**src/rtl/z_writeback_sequencer.sv**
```systemverilog
// z_writeback_sequencer: launches an ALU op, waits its latency,
// captures Z halves and writes them back to LO/HI or the GP destination.
module z_writeback_sequencer #(
  parameter int MUL_LATENCY = 4,
  parameter int DIV_LATENCY = 34,
  parameter int CNT_W       = 6
) (
  input  logic       clk,
  input  logic       clr,
  input  logic       start,
  input  logic [1:0] op,
  output logic       alu_go,
  output logic       Z_input,
  output logic       Z_Lo_select,
  output logic       Z_Hi_select,
  output logic       Zlo_out,
  output logic       Zhi_out,
  output logic       Rin,
  output logic       LO_in,
  output logic       HI_in,
  output logic       busy,
  output logic       done,
  output logic       err
);

  typedef enum logic [2:0] {
    S_IDLE,
    S_EXEC,
    S_CAP_LO,
    S_CAP_HI,
    S_WB_LO,
    S_WB_HI,
    S_DONE
  } state_t;

  localparam logic [CNT_W-1:0] MUL_LD = CNT_W'(MUL_LATENCY - 1);
  localparam logic [CNT_W-1:0] DIV_LD = CNT_W'(DIV_LATENCY - 1);

  state_t           r_state;
  state_t           w_next;
  logic [CNT_W-1:0] r_cnt;
  logic [1:0]       r_op;
  logic             r_first;
  logic             r_err;
  logic             w_wide;
  logic             w_accept;
  logic [1:0]       w_op_n;
  logic [CNT_W-1:0] w_load;

  // Reserved op 11 behaves as a single-word op, so normalise it on latch.
  assign w_op_n   = (op == 2'b11) ? 2'b00 : op;
  assign w_wide   = (r_op == 2'b01) || (r_op == 2'b10);
  assign w_accept = (r_state == S_IDLE) && start;

  // Counter preload is latency-1 so EXEC lasts exactly latency cycles.
  always_comb begin
    w_load = '0;
    unique case (1'b1)
      (w_op_n == 2'b01): w_load = MUL_LD;
      (w_op_n == 2'b10): w_load = DIV_LD;
      default:           w_load = '0;
    endcase
  end

  // State register.
  always_ff @(posedge clk) begin
    if (clr) r_state <= S_IDLE;
    else     r_state <= w_next;
  end

  // Latched op, latency counter, first-EXEC flag and err pulse.
  always_ff @(posedge clk) begin
    if (clr) begin
      r_cnt   <= '0;
      r_op    <= 2'b00;
      r_first <= 1'b0;
      r_err   <= 1'b0;
    end else begin
      r_err <= start && (r_state != S_IDLE);
      if (w_accept) begin
        r_op    <= w_op_n;
        r_cnt   <= w_load;
        r_first <= 1'b1;
      end else if (r_state == S_EXEC) begin
        r_first <= 1'b0;
        if (r_cnt != '0) r_cnt <= r_cnt - 1'b1;
      end
    end
  end

  // Next-state logic and Moore strobe decode.
  always_comb begin
    w_next      = r_state;
    alu_go      = 1'b0;
    Z_input     = 1'b0;
    Z_Lo_select = 1'b0;
    Z_Hi_select = 1'b0;
    Zlo_out     = 1'b0;
    Zhi_out     = 1'b0;
    Rin         = 1'b0;
    LO_in       = 1'b0;
    HI_in       = 1'b0;
    done        = 1'b0;
    busy        = (r_state != S_IDLE);
    unique case (r_state)
      S_IDLE: begin
        if (start) w_next = S_EXEC;
      end
      S_EXEC: begin
        alu_go = r_first;
        if (r_cnt == '0) w_next = S_CAP_LO;
      end
      S_CAP_LO: begin
        Z_input     = 1'b1;
        Z_Lo_select = 1'b1;
        w_next      = w_wide ? S_CAP_HI : S_WB_LO;
      end
      S_CAP_HI: begin
        Z_input     = 1'b1;
        Z_Hi_select = 1'b1;
        w_next      = S_WB_LO;
      end
      S_WB_LO: begin
        Zlo_out = 1'b1;
        LO_in   = w_wide;
        Rin     = !w_wide;
        w_next  = w_wide ? S_WB_HI : S_DONE;
      end
      S_WB_HI: begin
        Zhi_out = 1'b1;
        HI_in   = 1'b1;
        w_next  = S_DONE;
      end
      S_DONE: begin
        done   = 1'b1;
        w_next = S_IDLE;
      end
      default: w_next = S_IDLE;
    endcase
  end

  assign err = r_err;

endmodule

```
**config.mk**
```make
export PLATFORM = sky130hd
export DESIGN_NAME = z_writeback_sequencer
export DESIGN_NICKNAME = d
export VERILOG_FILES = /design/src/rtl/z_writeback_sequencer.sv
export SDC_FILE = /design/constraint.sdc
export NUM_CORES = 1
export LEC_CHECK = 0
export ABC_AREA = 1
export CAP_MARGIN = 20
export CORE_ASPECT_RATIO = 0.8
export CORE_MARGIN = 5
export CORE_UTILIZATION = 30
export DETAILED_ROUTE_END_ITERATION = 8
export GPL_ROUTABILITY_DRIVEN = 0
export MAX_ROUTING_LAYER = met4
export PLACE_DENSITY_LB_ADDON = 0.08
export SLEW_MARGIN = 25
export SYNTH_ARGS = -nofsm -noshare
export SYNTH_HDL_FRONTEND = slang
export SYNTH_SLANG_ARGS = --single-unit
```
**constraint.sdc**
```tcl
create_clock -name clk -period 1.55 [get_ports clk]
set_input_delay 0.31 -clock clk [delete_from_list [all_inputs] [get_ports clk]]
set_output_delay 0.31 -clock clk [all_outputs]
set_load 0.02 [all_outputs]
```
; Word-level counts from Yosys, hierarchy flattened
; Index checks and enable logic that the tools add are counted.
[word_totals]
out_inout_bits = 12
reg_bits = 13
wordCells = 53
inputBits = 5
[op_classes]
add_sub_neg = 1
n_mux = 21
reduce_logical = 13
eq_ne = 13
[op_table]
columns = cell, n
row1 = $mux 6, 3
row2 = $pmux 3 s6, 1
row3 = $pmux 6 s2, 1
row4 = $mux 1, 11
row5 = $eq 3x3->1 const B, 3
row6 = $mux 3, 3
row7 = $eq 2x2->1 const B, 3
row8 = $eq 3x2->1 const B, 2
row9 = $logic_not 6->1, 1
row10 = $reduce_bool 6->1, 1
row11 = $sub 6x1->6 const B, 1
row12 = $eq 2x1->1 const B, 2
row13 = $mux 2, 2
row14 = $reduce_and 2->1, 2
row15 = $reduce_bool 2->1, 2
row16 = $eq 3x1->1 const B, 1
row17 = $logic_not 3->1, 1
row18 = $reduce_bool 3->1, 1
row19 = $logic_and 1x1->1, 2
row20 = $ne 2x1->1 const B, 1
row21 = $ne 2x2->1 const B, 1
row22 = $reduce_or 2->1, 1
row23 = $logic_not 1->1, 1
row24 = $logic_or 1x1->1, 1

; Depth between registers and ports, before layout
; Gate-level depths: netlist of the first run.
[depth]
ltp_word = 5
depth_mapped = 9
ltp_nobuf = 9

; Worst setup path before layout of the first run
; No wires, ideal clock.
[synth_path]
path_kind = register to output
start = register r_state[2]
end = output port LO_in
stages_incl_launch_ff = 5
required_time_ps = 1240
t_arrival_ps = 1115
path_buffers = 0
path_slack_ps = 125
cell_sequence = dfxtp_1 -> inv_2 -> nor3_2 -> nand2_1 -> inv_1
[synth_via]
elab_chain_cells = 2
[synth_lines]
columns = element, line_no
row1 = start: declaration, 39  ; state_t r_state;
row2 = start signal: assignment, 68  ; else r_state <= w_next;
row3 = $eq 3x3->1, 105  ; unique case (r_state)
row4 = $mux 1, 105
row5 = end: declaration, 19  ; output logic LO_in,
; Every way passes these cells.

; Worst setup path after layout of the first run
[layout_path]
start = register r_state[0]
end = output port done
[layout_via]
elab_chain_cells = 2
[layout_lines]
columns = element, line_no
row1 = $eq 3x3->1, 105
row2 = $mux 1, 105
row3 = end: declaration, 22  ; output logic done,
; Every way passes these cells.

==> results of run 1 <==
-- logic make-up (layout without fill, tap and decap cells) --
logic type / count (synthesis) / after routing
adders and majority gates: 4 / 4
DFF: 13 / 13
AOI/OAI and AO/OA: 13 / 13
and+or+nand+nor: 67 / 67
buffers and inverters: 25 / 62
-- layer usage --
layer  global-route usage  wire length, um
met1                0.133              941
met2                0.164              825
met3               0.0446              128
met4               0.0261               10
met5                    -                0
-- timing repair --
item / CTS / global route
gates resized for setup: 38 / 20
pin swaps: 0 / 1
setup endpoints to repair: 11 / 10
endpoints found under the hold margin: 0 / 0
-- per-stage QoR --
| step | hold slack, ns | power (mW) | setup TNS (ns) | worst slack, ns |
|---|---|---|---|---|
| 3_3_place_gp | 0.453 | 1.60 | -0.298 | -0.0671 |
| 2_1_floorplan | 0.379 | 1.16 | 0 | 0.125 |
| 4_1_cts | 0.471 | 1.82 | -0.0216 | -0.0216 |
| 5_1_grt | 0.506 | 2.03 | -0.00817 | -0.00817 |
| 6_report | 0.466 | 1.85 | 0 | 0.0547 |
| 3_5_place_dp | 0.458 | 1.61 | -0.424 | -0.0976 |
-- area by class of cell --
type / count / area share
inverter: 24 / 0.0802
multi-input combinational: 84 / 0.390
clock inverter: 1 / 0.00445
tap: 36 / 0.0401
sequential: 13 / 0.241
timing repair buffer: 34 / 0.225
clock buffer: 3 / 0.0200
-- layout by cell type, fill, tap and decap left out, drive strengths merged --
cell and count:
nor2 22, o22ai 1, inv 23, nand2 32, buf 27, clkbuf 4
clkdlybuf4s15 1, nand3 7, clkdlybuf4s50 5, nor3 2, dfxtp 13, o21ai 6
nand4 4, clkinv 2, a21oi 6, ha 4
-- worst max path at each step --
stage	slack, ns	to	depth (start not counted)
final	0.05	done	3
after global routing	-0.008	Rin	4
after CTS	-0.02	LO_in	4
after detailed placement	-0.1	LO_in	4
after global placement	-0.07	alu_go	5
after floorplan	0.12	LO_in	4
-- report_power, final --
part | switching [mW] | internal [mW] | total (mW) | leakage, nW
combinational | 0.648 | 0.480 | 1.13 | 0.451
clock | 0.119 | 0.0958 | 0.215 | 0.0177
sequential | 0.0738 | 0.436 | 0.510 | 0.109
-- state kept, by name, indices dropped and copies added (netlist names) --
| register | count |
|---|---|
| r_state | 3 |
| err | 1 |
| r_cnt | 6 |
| r_first | 1 |
| r_op | 2 |
-- synthesized netlist by cell type --
cell type,n
dfxtp_1,13
clkinv_1,1
nor2_4,1
o21ai_0,3
nor2_1,21
o22ai_1,1
nand2_1,30
nand4_1,4
nand2_2,2
o21ai_1,3
ha_1,4
inv_2,3
buf_4,1
nand3_1,6
a21oi_1,6
nor3_2,1
inv_1,20
nand3_2,1
nor3_1,1
-- worst reg2reg max path, stage by stage (launching register included) --
cell,delay [ns]
dfxtp_4,0.38
buf_4,0.15
nor2_4,0.12
buf_4,0.12
nand3_2,0.14
nand2_1,0.21
inv_1,0.07
nand2_1,0.07
nor2_1,0.04
==> results_dict.tcl, run 1 <==
set metrics [dict create \
    die_y_um 55.3 \
    min_to "r_first$_SDFFE_PP0P_" \
    ir_drop_uv 701 \
    fin_crit_ns 1.50 \
    p_per_area_nw_per_um2 1650 \
    core_area_um2 2440 \
    clk_transition_reported_paths_ns 0.08 \
    synthCells 122 \
    io_buffers 16 \
    timing.fmax_mhz 669 \
    stdcell_count 195 \
    worst_path_largest_cell_delay_ns 0.38 \
    drive_gt1_frac 0.302 \
    antennaDiodeCount 0 \
    syn_nets 131 \
    slew_headroom 0.855 \
    outcome "completed" \
    hold_viol 0 \
    htree_levels 1 \
    vias_per_cell 4.24 \
    cts_hold_buf 0 \
    synth_top_family_by_area "simple AND/OR/NAND/NOR gates" \
    rsz0062_at_grt "yes" \
    cts_sinks 13 \
    cts_tree "built" \
    timing.max_cap.violations 0 \
    yosys-top-cells-area "dfxtp_1, nand2_1, nor2_1, inv_1, ha_1" \
    multi_input_area_um2 438 \
    placedCellCount 191 \
    syn_avg_cell_area_um2 6.31 \
    synth_xor_area_frac 0 \
    antenna_found_initial 0 \
    grt_util_all_layers 0.108 \
    synth_simple_gate_area_frac 0.384 \
    criticalPathCategory "reg -> out" \
    io_pins 17 \
    die_w_um 66.6 \
    numCtsBuffers 3 \
    crit_path_start_kind "flop" \
    via_count 827 \
    reg2reg_to "r_cnt[3]$_SDFFE_PP0P_" \
    synthAdderAreaFrac 0.0650 \
    final-max-slew-violation-count 0 \
    path_max_fanout 4 \
    finalNetCount 169 \
    grt_pass1_vias 741 \
    clockBufferDepth 2 \
    drt_iter0_markers 10 \
    fillers 283 \
    fin_area_um2 1120 \
    crit_path_end_kind "primary output" \
    fp.dieArea_um2 3680 \
    synth_cell_types 19 \
    post-route-util 0.460 \
    cpMaxStageDelayCell "dfxtp_4" \
    grt_first_pass_wirelength_um 3060 \
    place_area_um2 1100 \
    cts_setup_buffers 0 \
    cp-startpoint "r_state[0]$_SDFFE_PP0P_" \
    syn2layout_area_growth_pct 46.0 \
    worstHoldPathCells 2 \
    remaining_drc_errors 0 \
    syn_area_um2 769 \
    ys_warn_count 0 \
    rows 16 \
    synth_top_area_frac 0.338 \
    critPathTopFamily "flip-flops" \
    rr_worst_depth 8 \
    worst_ep_arrival_time_ns 1.19 \
    crit-reg2reg-launch "r_state[0]$_SDFFE_PP0P_" \
    synth_compound_area_frac 0.0862 \
    r2r_setup_slack_ns 0.15 \
    path_cells "buf_4 > nor3_1 > buf_2" \
    post-route-period-util 0.965 \
    ys_ff_latch 13 \
    worstMarginPinSlew_ns 0.217 \
    hold_start "r_first$_SDFFE_PP0P_" \
    seq_area_um2 270 \
    crit_required_ns 1.24 \
    synth.area.mux_share 0 \
    worstSkewPairLatency_ns 0.28 \
    wl_um 1910 \
    grt_max_degree 10 \
    critPathBufInv 2 \
    post_drt_wl_per_cell_um 9.77 \
    setup_violations 0 \
    dr.pass1.iters 4 \
    cts-root-buf "clkbuf_4" \
    ant_nets 0 \
    min_path_type "reg -> reg" \
    yosysSeqAreaShare 0.338 \
    skew_ns 0.00181 \
    grt_overflow_total 0 \
    leakagePower_nw 0.578 \
    floorplan.initialDensity 0.315 \
    yosysTopAreaCell "dfxtp_1" \
    dp_hpwl_um 1520 \
]
Power figures use the tool's default switching activity.
==> run 2, diff against run 1 <==
==> constraint.sdc (replaced) <==
create_clock -name clk -period 1.72 [get_ports clk]
set_input_delay 0.344 -clock clk [delete_from_list [all_inputs] [get_ports clk]]
set_output_delay 0.344 -clock clk [all_outputs]
set_load 0.02 [all_outputs]
==> results_dict.tcl, run 2 (synthesis results as in run 1) <==
set metrics [dict create \
    outcome "completed" \
    htree_levels 1 \
    critPathTopFamily "buffers and inverters" \
    post-route-period-util 0.961 \
    dr.pass1.iters 4 \
    cts_hold_buf 0 \
    remaining_drc_errors 0 \
    worstMarginPinSlew_ns 0.225 \
    grt_first_pass_wirelength_um 3020 \
    rr_worst_depth 9 \
    min_to "r_first$_SDFFE_PP0P_" \
    power_switching_mw 0.712 \
    timing.fmax_mhz 605 \
    worstSkewPairLatency_ns 0.28 \
    rows 16 \
    ant_nets 0 \
    path_cells "buf_4 > nor3_1 > dlygate4sd2_1" \
    final_common_cell "nand2_1" \
    finalNetCount 157 \
    combPwrFrac 0.574 \
    top_register "r_cnt" \
    slew_headroom 0.851 \
    path_max_fanout 5 \
    final-max-slew-violation-count 0 \
    ir_drop_uv 537 \
    clk_transition_reported_paths_ns 0.08 \
    p_seq_frac 0.299 \
    clockPowerShare 0.127 \
    vias_per_cell 4.33 \
    floorplan.initialDensity 0.315 \
    io_buffers 16 \
    numCtsBuffers 3 \
    wl_um 1750 \
    grt_pass1_vias 759 \
    post_drt_wl_per_cell_um 9.54 \
    worst_ep_arrival_time_ns 1.31 \
    fin_crit_ns 1.65 \
    p_int_mw 0.806 \
    crit_required_ns 1.38 \
    cts-root-buf "clkbuf_4" \
    rsz0062_at_grt "no" \
    r2r_setup_slack_ns 0.34 \
    cts_sinks 13 \
    drive_gt1_frac 0.170 \
    antennaDiodeCount 0 \
    reg.largest.list "r_cnt (6), r_state (3), r_op (2)" \
    placedCellCount 179 \
    via_count 792 \
    p_per_area_nw_per_um2 1500 \
    crit-reg2reg-launch "r_cnt[0]$_SDFFE_PP0P_" \
    fp.dieArea_um2 3680 \
    reg2reg_to "r_cnt[2]$_SDFFE_PP0P_" \
    worstHoldPathCells 2 \
    antenna_found_initial 0 \
    stdcell_count 183 \
    largest_register_ffs 6 \
    die_w_um 66.6 \
    core_area_um2 2440 \
    grt_max_degree 11 \
    grt_util_all_layers 0.106 \
    skew_ns 0.00374 \
    criticalPathCategory "reg -> out" \
    clockBufferDepth 2 \
    hold_viol 0 \
    cts_tree "built" \
    layout_common_cells "nand2_1, nor2_1, inv_1, dfxtp_1" \
    drt_iter0_markers 15 \
    syn2layout_area_growth_pct 31.5 \
    crit_path_start_kind "flop" \
    timing.max_cap.violations 0 \
    grt_overflow_total 0 \
    swShare 0.469 \
    fin_total_pwr_mw 1.52 \
    setup_violations 0 \
    leakagePower_nw 0.519 \
    io_pins 17 \
    crit_path_end_kind "primary output" \
    worst_path_largest_cell_delay_ns 0.36 \
    die_y_um 55.3 \
    dp_hpwl_um 1430 \
    hold_start "r_first$_SDFFE_PP0P_" \
    cpMaxStageDelayCell "dfxtp_2" \
    min_path_type "reg -> reg" \
    critPathBufInv 2 \
    fin_setup_tns_ns 0 \
]
## run 2: cell count changes in the layout (fill, tap and decap cells not counted), sizes merged
| cell | delta |
|---|---|
| dlygate4sd2 | +4 |
| clkinv | -1 |
| clkbuf | +6 |
| buf | -21 |
## run 2: worst min-delay path, stage by stage (launching register included)
cell and delay (ns):
dfxtp_1 0.31, nand2_1 0.06, a21oi_1 0.05
## run 2: through the flow
| step | setup slack [ns] | hold slack [ns] | cell area [um^2] | util |
|---|---|---|---|---|
| 3_3_place_gp | 0.0351 | 0.450 | 1010 | 0.414 |
| 5_1_grt | 0.00472 | 0.477 | 1010 | 0.414 |
| 3_5_place_dp | 0.0220 | 0.451 | 1010 | 0.414 |
| 4_1_cts | 0.00196 | 0.463 | 1030 | 0.421 |
| 2_1_floorplan | 0.261 | 0.413 | 769 | - |
| 6_report | 0.0674 | 0.459 | 1010 | 0.414 |
## run 2: layout make-up
class	count	area, um^2
sequential	13	263
timing repair buffer	22	170
clock buffer	4	26.3
multi-input combinational	84	418
fill	282	1430
inverter	24	90.1
tap	36	45.0
## run 2: layer usage
layer / routed length (um) / GRT usage / up-vias
met2: 743 / 0.167 / 15
met5: 0 / - / -
met3: 89 / 0.0284 / 2
li1: - / - / 433
met4: 17 / 0.0435 / 0
met1: 895 / 0.126 / 342
## run 2: worst max path at each step
stage | startpoint | to | cells past startpoint
2_1_floorplan | r_state[2]$_SDFFE_PP0P_ | LO_in | 4
3_3_place_gp | r_state[1]$_SDFFE_PP0P_ | alu_go | 6
3_5_place_dp | r_state[0]$_SDFFE_PP0P_ | alu_go | 5
4_1_cts | r_state[0]$_SDFFE_PP0P_ | busy | 4
5_1_grt | r_state[0]$_SDFFE_PP0P_ | done | 3
6_report | r_state[0]$_SDFFE_PP0P_ | done | 3
## run 2: power by group through the flow
| stage | Clock [mW] | Combinational, mW | Sequential (mW) |
|---|---|---|---|
| 6_report | 0.193 | 0.870 | 0.454 |
| 5_1_grt | 0.212 | 0.995 | 0.463 |
| 4_1_cts | 0.199 | 0.880 | 0.444 |
| 3_5_place_dp | 0 | 0.908 | 0.451 |
| 3_3_place_gp | 0 | 0.903 | 0.450 |
| 2_1_floorplan | 0 | 0.596 | 0.452 |
## run 2: repair_timing
action / CTS / global route
endpoints found under the setup margin: 11 / 8
setup buffers: 0 / 0
resized for setup: 14 / 13
==> run 3, diff against run 2 <==
--- a/config.mk
+++ b/config.mk
@@ -18,3 +18,4 @@
 export SYNTH_ARGS = -nofsm -noshare
 export SYNTH_HDL_FRONTEND = slang
 export SYNTH_SLANG_ARGS = --single-unit
+export TNS_END_PERCENT = 1
==> results_dict.tcl, run 3 (synthesis results as in run 1) <==
set metrics [dict create \
    outcome "completed" \
    die_y_um 55.3 \
    multi_input_area_um2 418 \
    ir_drop_uv 537 \
    power_switching_mw 0.712 \
    setup_ws_ns 0.0566 \
    rsz0062_at_grt "yes" \
    post-route-period-util 0.967 \
    cts_hold_buf 0 \
    holdWs_ns 0.459 \
    criticalPathCategory "reg -> out" \
    wl_um 1750 \
    crit_required_ns 1.38 \
    path_max_fanout 5 \
    drt_iter0_markers 15 \
    fin_area_um2 1020 \
    finalNetCount 157 \
    grtUsageMet2 0.167 \
    skew_ns 0.00374 \
    min_path_type "reg -> reg" \
    ant_nets 0 \
    timing.max_cap.violations 0 \
    grtUsageMet3 0.0284 \
    cts_sinks 13 \
    grt_max_degree 11 \
    grt_pass1_vias 759 \
    slew_headroom 0.851 \
    htree_levels 1 \
    layout_common_cells "nand2_1, nor2_1, inv_1, dfxtp_1" \
    cts_tree "built" \
    post_drt_wl_per_cell_um 9.54 \
    place_area_um2 1010 \
    worst_path_largest_cell_delay_ns 0.36 \
    leakagePower_nw 0.523 \
    path_cells "buf_4 > nor2_1 > nand2_1 > clkdlybuf4s15_1" \
    fp.dieArea_um2 3680 \
    setup_violations 0 \
    seq_area_um2 263 \
    dr.pass1.iters 4 \
    cts-root-buf "clkbuf_4" \
    top_register "r_cnt" \
    swShare 0.467 \
    placedCellCount 179 \
    die_w_um 66.6 \
    p_int_mw 0.813 \
    stdcell_count 183 \
    clk_transition_reported_paths_ns 0.08 \
    fillers 282 \
    grtUsageMet1 0.126 \
    hold_viol 0 \
    worst_ep_arrival_time_ns 1.32 \
    cpMaxStageDelayCell "dfxtp_2" \
    fin_total_pwr_mw 1.53 \
    numCtsBuffers 3 \
    remaining_drc_errors 0 \
    core_area_um2 2440 \
    antenna_found_initial 0 \
    grt_first_pass_wirelength_um 3020 \
    grt_overflow_total 0 \
    top_usage_layer "met2" \
    fin_crit_ns 1.66 \
    dp_hpwl_um 1430 \
    clockBufferDepth 2 \
    reg.largest.list "r_cnt (6), r_state (3), r_op (2)" \
    p_per_area_nw_per_um2 1500 \
    grt_util_all_layers 0.106 \
    rows 16 \
    crit_path_start_kind "flop" \
    final_common_cell "nand2_1" \
    antennaDiodeCount 0 \
    drive_gt1_frac 0.163 \
    clockPowerShare 0.127 \
    final-max-slew-violation-count 0 \
    largest_register_ffs 6 \
    vias_per_cell 4.33 \
    post-place-ws_ns 0.0220 \
    io_pins 17 \
    worstMarginPinSlew_ns 0.225 \
    crit_path_end_kind "primary output" \
    io_buffers 16 \
    floorplan.initialDensity 0.315 \
    timing.fmax_mhz 601 \
    combPwrFrac 0.576 \
    via_count 792 \
    p_seq_frac 0.298 \
    worstSkewPairLatency_ns 0.28 \
    syn2layout_area_growth_pct 32.0 \
]
==> run 3: cell types whose count changed in the layout (fill, tap and decap cells not counted), sizes merged <==
cell / before / now
clkbuf: 10 / 9
dlygate4sd2: 4 / 5
==> run 3: worst paths after layout <==
check                          start               endpoint  slack (ns)  depth (start not counted)
max          r_state[0]$_SDFFE_PP0P_                   busy        0.06                          4
min             r_first$_SDFFE_PP0P_   r_first$_SDFFE_PP0P_        0.46                          2
max reg2reg    r_cnt[0]$_SDFFE_PP0P_  r_cnt[2]$_SDFFE_PP0P_        0.34                          9
min reg2reg     r_first$_SDFFE_PP0P_   r_first$_SDFFE_PP0P_        0.46                          2
==> run 3: per-stage QoR <==
stage          TNS (ns)  utilization
5_1_grt         -0.0457        0.416
3_5_place_dp          0        0.414
3_3_place_gp          0        0.414
4_1_cts               0        0.420
6_report              0        0.416
2_1_floorplan         0            -
==> run 3: layout make-up <==
cell class,instances,area share
Sequential cell,13,0.259
Timing Repair Buffer,22,0.171
Tap cell,36,0.0443
Clock buffer,4,0.0259
Multi-Input combinational cell,84,0.411
Inverter,24,0.0887
==> run 3: timing repair <==
action	4_1_cts	5_1_grt
endpoints found under the setup margin	11	8
resized for setup	12	13
buffers inserted	0	0
==> run 3: power groups by stage <==
stage                     logic [mW]  registers, mW  clock network [mW]
after floorplan                0.596          0.452                   0
after global placement         0.903          0.450                   0
after detailed placement       0.908          0.451                   0
after CTS                      0.879          0.444               0.199
after global routing            1.00          0.463               0.212
final                          0.878          0.454               0.193
==> run 3: metal layers <==
layer / routed length [um] / vias up
met5: 0 / -
met3: 87 / 2
met4: 17 / 0
li1: - / 433
met2: 744 / 15
met1: 896 / 342
==> run 3: critical path, delay by kind of cell, from the launching register on <==
family	cells	cell delay (ns)
flops	1	0.36
buf+inv	2	0.44
simple gates	2	0.24
